**src/rtl/clause_check_scheduler.sv**
```systemverilog
// Clause-check scheduler: enables all checkers, waits for them, then scans for an
// unsatisfied clause from an LFSR-chosen start. Optional watchdog: CLAUSE_SCHED_TIMEOUT_EN.
module clause_check_scheduler #(
  parameter int unsigned MAXIMUM_BIT_WIDTH_OF_CLAUSES_INDEX = 3,
  parameter logic [15:0] LFSR_SEED                          = 16'hACE1,
  parameter int unsigned TIMEOUT_CYCLES                     = 16
) (
  input  logic                                          in_clk,
  input  logic                                          in_reset,
  input  logic                                          in_start,
  input  logic                                          in_abort,
  input  logic                                          in_seed_valid,
  input  logic [15:0]                                   in_seed,
  input  logic [(2**MAXIMUM_BIT_WIDTH_OF_CLAUSES_INDEX)-1:0] in_checker_ready,
  input  logic [(2**MAXIMUM_BIT_WIDTH_OF_CLAUSES_INDEX)-1:0] in_clause_satisfied,
  input  logic                                          in_ack,
  output logic [(2**MAXIMUM_BIT_WIDTH_OF_CLAUSES_INDEX)-1:0] out_checker_enable,
  output logic [MAXIMUM_BIT_WIDTH_OF_CLAUSES_INDEX-1:0] out_clause_index,
  output logic                                          out_valid,
  output logic                                          out_formula_satisfied,
  output logic                                          out_error,
  output logic                                          out_busy
);

  localparam int unsigned K = MAXIMUM_BIT_WIDTH_OF_CLAUSES_INDEX;
  localparam int unsigned N = 2 ** K;

  typedef enum logic [2:0] {StIdle, StEnable, StWait, StScan, StDone} state_e;

  state_e         r_state, w_state_d;
  logic [15:0]    r_lfsr, w_lfsr_d;
  logic [K-1:0]   r_ptr, w_ptr_d;
  logic [N-1:0]   r_capture, w_capture_d;
  logic [K-1:0]   r_index, w_index_d;
  logic           r_formula_sat, w_formula_sat_d;

  logic [15:0]    w_seed_eff;
  logic [15:0]    w_lfsr_src;
  logic [15:0]    w_lfsr_step;
  logic           w_all_ready;
  logic           w_all_sat;

`ifdef CLAUSE_SCHED_TIMEOUT_EN
  logic           r_error, w_error_d;
  logic [31:0]    r_wait_cnt, w_wait_cnt_d;
`endif

  // A seed loaded in the same cycle as start feeds the start pointer directly.
  assign w_seed_eff  = (in_seed == 16'h0000) ? LFSR_SEED : in_seed;
  assign w_lfsr_src  = in_seed_valid ? w_seed_eff : r_lfsr;
  assign w_lfsr_step = {w_lfsr_src[14:0],
                        w_lfsr_src[15] ^ w_lfsr_src[13] ^ w_lfsr_src[12] ^ w_lfsr_src[10]};
  assign w_all_ready = &in_checker_ready;
  assign w_all_sat   = &in_clause_satisfied;

  always_comb begin
    w_state_d       = r_state;
    w_lfsr_d        = r_lfsr;
    w_ptr_d         = r_ptr;
    w_capture_d     = r_capture;
    w_index_d       = r_index;
    w_formula_sat_d = r_formula_sat;
`ifdef CLAUSE_SCHED_TIMEOUT_EN
    w_error_d       = r_error;
    w_wait_cnt_d    = r_wait_cnt;
`endif
    if (in_abort) begin
      w_state_d       = StIdle;
      w_ptr_d         = '0;
      w_capture_d     = '0;
      w_index_d       = '0;
      w_formula_sat_d = 1'b0;
`ifdef CLAUSE_SCHED_TIMEOUT_EN
      w_error_d       = 1'b0;
      w_wait_cnt_d    = '0;
`endif
    end else begin
      unique case (r_state)
        StIdle: begin
          if (in_seed_valid) w_lfsr_d = w_seed_eff;
          if (in_start) begin
            w_ptr_d         = w_lfsr_src[K-1:0];
            w_lfsr_d        = w_lfsr_step;
            w_index_d       = '0;
            w_formula_sat_d = 1'b0;
`ifdef CLAUSE_SCHED_TIMEOUT_EN
            w_error_d       = 1'b0;
`endif
            w_state_d       = StEnable;
          end
        end
        StEnable: begin
`ifdef CLAUSE_SCHED_TIMEOUT_EN
          w_wait_cnt_d = '0;
`endif
          w_state_d = StWait;
        end
        StWait: begin
          if (w_all_ready) begin
            w_capture_d = in_clause_satisfied;
            if (w_all_sat) begin
              w_formula_sat_d = 1'b1;
              w_index_d       = '0;
              w_state_d       = StDone;
            end else begin
              w_state_d = StScan;
            end
`ifdef CLAUSE_SCHED_TIMEOUT_EN
          end else if (r_wait_cnt == TIMEOUT_CYCLES - 1) begin
            w_error_d       = 1'b1;
            w_formula_sat_d = 1'b0;
            w_index_d       = '0;
            w_state_d       = StDone;
          end else begin
            w_wait_cnt_d = r_wait_cnt + 32'd1;
`endif
          end
        end
        StScan: begin
          // Capture is known not all-ones here, so this terminates within N cycles.
          if (!r_capture[r_ptr]) begin
            w_index_d = r_ptr;
            w_state_d = StDone;
          end else begin
            w_ptr_d = r_ptr + K'(1);
          end
        end
        StDone: begin
          if (in_ack) begin
            w_index_d       = '0;
            w_formula_sat_d = 1'b0;
`ifdef CLAUSE_SCHED_TIMEOUT_EN
            w_error_d       = 1'b0;
`endif
            w_state_d       = StIdle;
          end
        end
        default: w_state_d = StIdle;
      endcase
    end
  end

  always_ff @(posedge in_clk or negedge in_reset) begin
    if (!in_reset) begin
      r_state       <= StIdle;
      r_lfsr        <= LFSR_SEED;
      r_ptr         <= '0;
      r_capture     <= '0;
      r_index       <= '0;
      r_formula_sat <= 1'b0;
    end else begin
      r_state       <= w_state_d;
      r_lfsr        <= w_lfsr_d;
      r_ptr         <= w_ptr_d;
      r_capture     <= w_capture_d;
      r_index       <= w_index_d;
      r_formula_sat <= w_formula_sat_d;
    end
  end

`ifdef CLAUSE_SCHED_TIMEOUT_EN
  always_ff @(posedge in_clk or negedge in_reset) begin
    if (!in_reset) begin
      r_error    <= 1'b0;
      r_wait_cnt <= '0;
    end else begin
      r_error    <= w_error_d;
      r_wait_cnt <= w_wait_cnt_d;
    end
  end

  assign out_error = r_error;
`else
  assign out_error = 1'b0;
`endif

  assign out_checker_enable    = {N{r_state == StEnable}};
  assign out_clause_index      = r_index;
  assign out_valid             = (r_state == StDone);
  assign out_formula_satisfied = r_formula_sat;
  assign out_busy              = (r_state != StIdle);

endmodule

```
**config.mk**
```make
export PLATFORM = sky130hd
export DESIGN_NAME = clause_check_scheduler
export DESIGN_NICKNAME = d
export VERILOG_FILES = /design/src/rtl/clause_check_scheduler.sv
export SDC_FILE = /design/constraint.sdc
export NUM_CORES = 1
export LEC_CHECK = 0
export CAP_MARGIN = 10
export CORE_UTILIZATION = 35
export DETAILED_ROUTE_END_ITERATION = 8
export GPL_ROUTABILITY_DRIVEN = 0
export HOLD_SLACK_MARGIN = 0.05
export PLACE_DENSITY = 0.67
export SYNTH_ARGS = -nofsm -noshare
export SYNTH_HDL_FRONTEND = slang
export SYNTH_SLANG_ARGS = --single-unit
```
**constraint.sdc**
```tcl
create_clock -name in_clk -period 3.43 [get_ports in_clk]
set_input_delay 0.343 -clock in_clk [delete_from_list [all_inputs] [get_ports in_clk]]
set_output_delay 0.343 -clock in_clk [all_outputs]
set_load 0.01 [all_outputs]
```
; Word level (Yosys, flattened, before mapping)
; Cells that the tools add are included.
[totals]
wordCells = 69
inputBits = 38
reg_bits = 34
out_inout_bits = 15
[classes]
muxes = 31
n_lt_le_gt_ge = 1
n_eq_ne = 10
add_sub_neg = 1
bitwise_logic = 4
reduce_logical = 16
[ops]
columns = operator, count
row1 = 16-bit two-way mux, 3
row2 = 3-bit two-way mux, 14
row3 = 8-bit two-way mux, 3
row4 = 3-bit inequality test (second input constant), 6
row5 = 16-bit logical NOT, 1
row6 = 8-bit AND reduction, 2
row7 = 3-bit one-hot mux with 5 select lines, 1
row8 = 3-bit one-hot mux with 4 select lines, 1
row9 = 3-bit by 2-bit equality test with 1-bit output (second input constant), 2
row10 = 1-bit two-way mux, 6
row11 = 3-bit one-hot mux with 2 select lines, 1
row12 = 6-bit AND reduction, 1
row13 = 3-bit nonzero test, 2
row14 = 5-bit AND reduction, 1
row15 = 5-bit nonzero test, 1
row16 = 3-bit by 4-bit < comparator with 1-bit output (second input constant), 1
row17 = 2-bit AND reduction, 2
row18 = 4-bit AND reduction, 1
row19 = 2-bit nonzero test, 2
row20 = 4-bit nonzero test, 1
row21 = 3-bit by 1-bit adder with 3-bit output (second input constant), 1
row22 = 1-bit binary-select mux with 3-bit select, 1
row23 = 3-bit by 1-bit equality test with 1-bit output (second input constant), 1
row24 = 3-bit equality test (second input constant), 1
row25 = 5 further kinds, 7

; Depth between registers and ports, before layout
; Gate-level depths: netlist (run 1).
[logic_depth]
word_depth = 7
ltp_mapped = 7
mapped_depth_nobuf = 5

; Least setup slack after synthesis (run 1)
; Ideal clock, no wire load.
[synth_timing]
kind = register to output
from = reg r_state[0]
to = out out_checker_enable[1]
required_time_ns = 3.087
t_arrival_ns = 1.628
path_slack_ns = 1.459
n_path_buf = 2
stages_incl_launch_ff = 4
cell_sequence = dfrtp_1 > clkbuf_1 > nor3b_1 > buf_4
[synth_via]
elab_chain_len = 1
[synth_lines]
columns = item, line_no
row1 = start: declaration, 30  ; state_e r_state, w_state_d;
row2 = start signal: assignment, 145  ; r_state <= StIdle;
row3 = start signal: assignment, 152  ; r_state <= w_state_d;
row4 = 3-bit by 1-bit equality test with 1-bit output, 177  ; assign out_checker_enable = {N{r_state == StEnable}};
row5 = end: declaration, 17  ; output logic [(2**MAXIMUM_BIT_WIDTH_OF_CLAUSES_INDEX)-1:0] out_checker_enable,
; Every way passes these cells.

; Worst setup path after layout (run 1)
[layout_timing]
from = reg r_state[0]
to = out out_checker_enable[6]
; Same word-level chain as after synthesis.

==> reports/metrics.yaml, run 1 <==
hp-class: "in -> async"
p_leak_nw: 1.14
clkTransAtPathRegs_ps: 70
wirelength_um: 5240
dp_hpwl_um: 3770
synth_area_per_cell_sq_um: 9.39
remaining_drc_errors: 0
reg2reg_from: "r_state[2]"
die_width_um: 81.4
report.final.slew_viol_count: 0
synth_nets: 274
setup_slack_ps: 860
syn_area_sq_um: 2210
firstDrtPassIters: 4
netlist_instances: 235
dieArea_sq_um: 6630
num_vias: 1927
nFillCells: 583
cp_cell_sequence: "nor3b_1 -> clkdlybuf4s50_1"
finalSetupTns_ps: 0
critPathCaptureType: "output pin"
drive_gt1_frac: 0.134
postCtsHoldBufs: 0
cts_inserted_buffers: 5
ys.flop_type: "dfrtp_1"
cp.buffers_inverters: 1
core_sq_um: 5990
die_h_um: 81.4
final_util: 0.472
ys_seq_area_frac: 0.390
multi_input_area_sq_um: 1220
critPathSlowestCell: "clkdlybuf4s50_1"
slew_headroom: 0.518
antenna_cells: 0
critical-path-max-stage-delay_ps: 670
cp.arrival_ps: 2230
crit_type: "reg -> out"
insertion_delay_ps: 290
status: "finished, final reports clean"
cp_data_required_time_ps: 3090
startpoint_type: "flop"
htreeDepth: 2
timing.final.crit_share: 0.749
final_cell_area_sq_um: 2830
antenna_left: 0
post_cts_buffers: 0
fmax_mhz: 389
grt_pass1_vias: 1846
finalPower_mw: 1.72
cp_top_family: "buffers and inverters"
syn2layout_area_growth_pct: 28.2
ctsResizeCount: 0
synth.distinct_cells: 50
path_max_fanout: 13
cts_tree: "built"
irDropWorstVdd_uv: 414
wire_per_inst_um: 14.9
dp_cells: 343
drv_cap: 0
yosysWarnings: 0
rsz0062_at_grt: "no"
setup_viol: 0
stdcell_count: 351
finalHoldViolCount: 0
initialDrtViolationCount: 129
place_area_sq_um: 2740
cp-startpoint: "r_state[0]"
ys_ff_latch: 34
clockBufferDepth: 2
rows: 28
fin_skew_ps: 3.06
holdWs_ps: 463
ioPinCount: 53
async_flop_share: 1.00
io_buffers: 51
power_density_nw_per_um2: 608
fin_crit_ps: 2570
grt_antenna_before_repair: 0
start_util: 0.368
avgViaCountPerCell: 5.49
dpl_worst_slack_ps: 861
gr-total-overflow: 0
ff_latch_area_sq_um: 861
grt_pass1_wl_um: 8930
grtUsageTotal: 0.176
grt_max_degree: 35
worst_pin_slew_ps: 722
cts-root-buf: "clkbuf_8"
clock-sinks: 34
synth-edff-count: 0
nets: 314
==> metal layers <==
layer,track usage,routed length [um],vias up
met4,0.0589,69,0
li1,-,-,951
met5,0,0,-
met1,0.241,2490,928
met3,0.0344,204,6
met2,0.276,2470,42
==> sequential cells by signal, indices dropped and copies added (netlist names) <==
| name | flops |
|---|---|
| out_formula_satisfied | 1 |
| r_state | 3 |
| r_ptr | 3 |
| r_lfsr | 16 |
| r_capture | 8 |
| out_clause_index | 3 |
==> cells by family (layout without fill, tap and decap cells) <==
group,Yosys count,after routing,share of synthesized area
xor gates and xnor gates,2,2,0.0221
DFF,34,34,0.390
muxes,22,22,0.103
AOI/OAI and AO/OA,60,60,0.202
adders and majority gates,1,1,0.00567
buffers and inverters,26,67,0.0595
other,1,1,0.00170
and+or+nand+nor,89,89,0.217
==> synthesized netlist by cell type, drive strengths merged (4+ instances only) <==
library cell / instances / area (sq um)
nor2: 31 / 116
dfrtp: 26 / 651
mux2i: 17 / 170
nand2: 16 / 60.1
o21ai: 15 / 75.1
clkbuf: 13 / 48.8
buf: 11 / 75.1
a21oi: 8 / 40.0
dfstp: 8 / 210
o211ai: 7 / 52.6
or4: 7 / 63.8
nand2b: 6 / 37.5
nor4: 6 / 52.6
mux2: 5 / 56.3
nand4: 5 / 31.3
a22o: 4 / 35.0
==> cells in the final DEF, fill, tap and decap left out, types with 2 or more instances in the layout <==
cell             count
a221o_1              2
o32ai_1              2
nor4_1               4
o22ai_1              2
clkdlybuf4s50_1     51
nand2_1             16
nor3_1               3
buf_4                6
or4_1                4
clkbuf_8             6
mux2_2               5
a22o_1               4
mux2i_1             17
o31ai_1              3
nand3b_1             2
o21a_1               3
or4_4                3
a21o_1               2
o221ai_1             2
nand3_1              2
o21ai_0             15
nor3b_1              3
nor2b_1              2
dfstp_2              8
a21oi_1              8
nand4_1              5
or3_1                3
nor2_1              31
nand2b_1             6
o211ai_1             7
inv_1                2
dfrtp_1             26
==> power breakdown <==
group          internal [mW]  switching, mW
clock                  0.162          0.150
sequential             0.555          0.137
combinational          0.379          0.336
==> path summary, 6_finish.rpt <==
path / end / cells after the start / slack (ps)
setup / recovery: out_checker_enable[6] / 2 / 860
hold / removal: r_lfsr[14] / 2 / 460
setup reg to reg: r_lfsr[7] / 4 / 1130
hold reg to reg: r_lfsr[9] / 2 / 480
max in group asynchronous: r_lfsr[10] / 2 / 2630
min in group in_clk: r_lfsr[9] / 2 / 480
==> cell type report <==
type	instances	area share
clock buffers	7	0.0305
clock inverters	1	0.00177
inverters	2	0.00265
multi-input cells	175	0.431
flip-flops and latches	34	0.304
well taps	75	0.0332
repair buffers	57	0.196
Note: power is estimated with default switching activity, not from simulation.
==> inputs of run 2 (changes only) <==
--- a/config.mk
+++ b/config.mk
@@ -10,7 +10,7 @@
 export DETAILED_ROUTE_END_ITERATION = 8
 export GPL_ROUTABILITY_DRIVEN = 0
 export HOLD_SLACK_MARGIN = 0.05
-export PLACE_DENSITY = 0.67
+export PLACE_DENSITY = 0.69
 export SYNTH_ARGS = -nofsm -noshare
 export SYNTH_HDL_FRONTEND = slang
 export SYNTH_SLANG_ARGS = --single-unit
==> constraint.sdc (replaced) <==
create_clock -name in_clk -period 2.2 [get_ports in_clk]
set_input_delay 0.22 -clock in_clk [delete_from_list [all_inputs] [get_ports in_clk]]
set_output_delay 0.22 -clock in_clk [all_outputs]
set_load 0.01 [all_outputs]
==> run 2 against run 1 <==
Against the previous run: global-route usage rose by 0.053 points; sequential share of layout area fell by 2.1 points; die area did not move; sequential cell count did not move; total power rose by 67%; combinational power rose by 73%; worst hold slack got worse by 120 ps; via count rose by 5.3%; critical endpoint is now out_checker_enable[3].
==> reports/metrics.yaml, run 2 (synthesis results as in run 1) <==
start_util: 0.368  # unchanged
die_h_um: 81.4  # unchanged
io_buffers: 51  # unchanged
num_vias: 2030  # was 1,927
wire_per_inst_um: 14.4  # was 14.9 um
clock-sinks: 34  # unchanged
die_width_um: 81.4  # unchanged
clockBufferDepth: 2  # unchanged
critPathCaptureType: "output pin"  # unchanged
reg_top3: "r_lfsr: 16 flops, r_capture: 8 flops"  # unchanged
final_cell_area_sq_um: 3040  # was 2830 sq um
finalPower_mw: 2.87  # was 1.72 mW
fmax_mhz: 485
nets: 337  # was 314
dp_hpwl_um: 3950  # was 3770 um
grt_max_degree: 35  # unchanged
avgViaCountPerCell: 5.43  # was 5.49
gr-total-overflow: 0  # unchanged
drive_gt1_frac: 0.204  # was 0.134
path_max_fanout: 8  # was 13
htreeDepth: 2  # unchanged
syn2layout_area_growth_pct: 37.6  # was 28.2%
crit_type: "reg -> out"  # unchanged
cp_data_required_time_ps: 1980  # was 3090 ps
worst_pin_slew_ps: 593  # was 722 ps
grt_pass1_vias: 1896  # was 1,846
hp-class: "in -> async"  # unchanged
grt_antenna_before_repair: 0  # unchanged
cts-root-buf: "clkbuf_8"  # unchanged
p_leak_nw: 1.26  # was 1.14 nW
antenna_left: 0  # unchanged
cts_tree: "built"  # unchanged
rows: 28  # unchanged
dp_cells: 366  # was 343
place_area_sq_um: 2920  # was 2740 sq um
cp.arrival_ps: 1840  # was 2230 ps
final_common_cell: "clkdlybuf4s50_1"  # unchanged
firstDrtPassIters: 4  # unchanged
stdcell_count: 374  # was 351
antenna_cells: 0  # unchanged
setup_viol: 0  # unchanged
irDropWorstVdd_uv: 575  # was 414 uV
timing.final.crit_share: 0.937
report.final.slew_viol_count: 0  # unchanged
core_sq_um: 5990  # unchanged
power_density_nw_per_um2: 944  # was 608 nW/um^2
final_cell_mix: "clkdlybuf4s50_1, nor2_1, buf_4, dfrtp_1, mux2i_1"  # was clkdlybuf4s50_1, nor2_1, dfrtp_1, mux2i_1, nand2_1
postCtsHoldBufs: 0  # unchanged
rsz0062_at_grt: "no"  # unchanged
fin_crit_ps: 2060
largest_reg_flops: 16  # unchanged
wirelength_um: 5370  # was 5240 um
grtUsageTotal: 0.176  # about the same
cts_inserted_buffers: 5  # unchanged
finalHoldViolCount: 0  # unchanged
insertion_delay_ps: 290  # about the same
startpoint_type: "flop"  # unchanged
remaining_drc_errors: 0  # unchanged
dieArea_sq_um: 6630  # unchanged
clkTransAtPathRegs_ps: 80  # was 70 ps
drv_cap: 0  # unchanged
slew_headroom: 0.595  # was 0.518
ioPinCount: 53  # unchanged
fin_skew_ps: 8.25  # was 3.06 ps
status: "finished, final reports clean"  # unchanged
initialDrtViolationCount: 154  # was 129
post_cts_buffers: 0  # unchanged
ctsResizeCount: 0  # unchanged
top_register: "r_lfsr"  # unchanged
grt_pass1_wl_um: 8830  # was 8930 um
[run 2: metal layers]
| metal | track usage | routed length [um] | vias up |
|---|---|---|---|
| li1 | - | - | 994 |
| met1 | 0.241 | 2520 | 978 |
| met2 | 0.276 | 2520 | 53 |
| met3 | 0.0344 | 274 | 5 |
| met4 | 0.0625 | 52 | 0 |
| met5 | 0 | 0 | - |
[run 2: worst paths after layout]
kind                                              end  slack, ps  depth (start not counted)        from
worst max-delay path            out_checker_enable[3]        140                          4  r_state[2]
min in group in_clk                         r_lfsr[9]        480                          2   r_lfsr[9]
worst min register to register              r_lfsr[9]        480                          2   r_lfsr[9]
worst min-delay path                        r_lfsr[4]        340                          2    in_reset
worst max register to register    out_clause_index[0]        220                          6    r_ptr[1]
max in group asynchronous                  r_lfsr[10]       1510                          2    in_reset
[run 2: area by class of cell]
type                    count  area (sq um)
flip-flops and latches     34           861
fillers                   532          2950
inverters                   2          7.51
well taps                  75          93.8
multi-input cells         175          1220
repair buffers             80           741
clock buffers               5          68.8
clock inverters             3          45.0
[run 2: report_power, final]
group | switching, mW | total (mW) | internal (mW)
clock network | 0.244 | 0.581 | 0.337
logic | 0.577 | 1.24 | 0.665
registers | 0.179 | 1.04 | 0.866
total | 1.00 | 2.87 | 1.87
[run 2: critical path, cell delays in order, from the launching register on]
cell,delay (ps)
dfrtp_1,450
buf_4,180
nor3b_1,200
buf_4,180
clkdlybuf4s50_1,540
[run 2: stage by stage]
step                hold WS (ps)  setup slack [ps]  utilization  TNS (ps)
global placement             463             -36.8        0.488     -50.4
detailed placement           465             -96.7        0.488      -371
global route                 382              66.9        0.507         0
finish                       340               139        0.507         0
CTS                          352               136        0.507         0
floorplan                  -75.6               281            -         0
==> inputs of run 3 (changes only) <==
--- a/config.mk
+++ b/config.mk
@@ -11,6 +11,8 @@
 export GPL_ROUTABILITY_DRIVEN = 0
 export HOLD_SLACK_MARGIN = 0.05
 export PLACE_DENSITY = 0.69
+export SKIP_LAST_GASP = 1
+export SLEW_MARGIN = 10
 export SYNTH_ARGS = -nofsm -noshare
 export SYNTH_HDL_FRONTEND = slang
 export SYNTH_SLANG_ARGS = --single-unit
==> results of run 3 <==
Same layout as run 2: the final DEF is identical, and so are final timing and power.
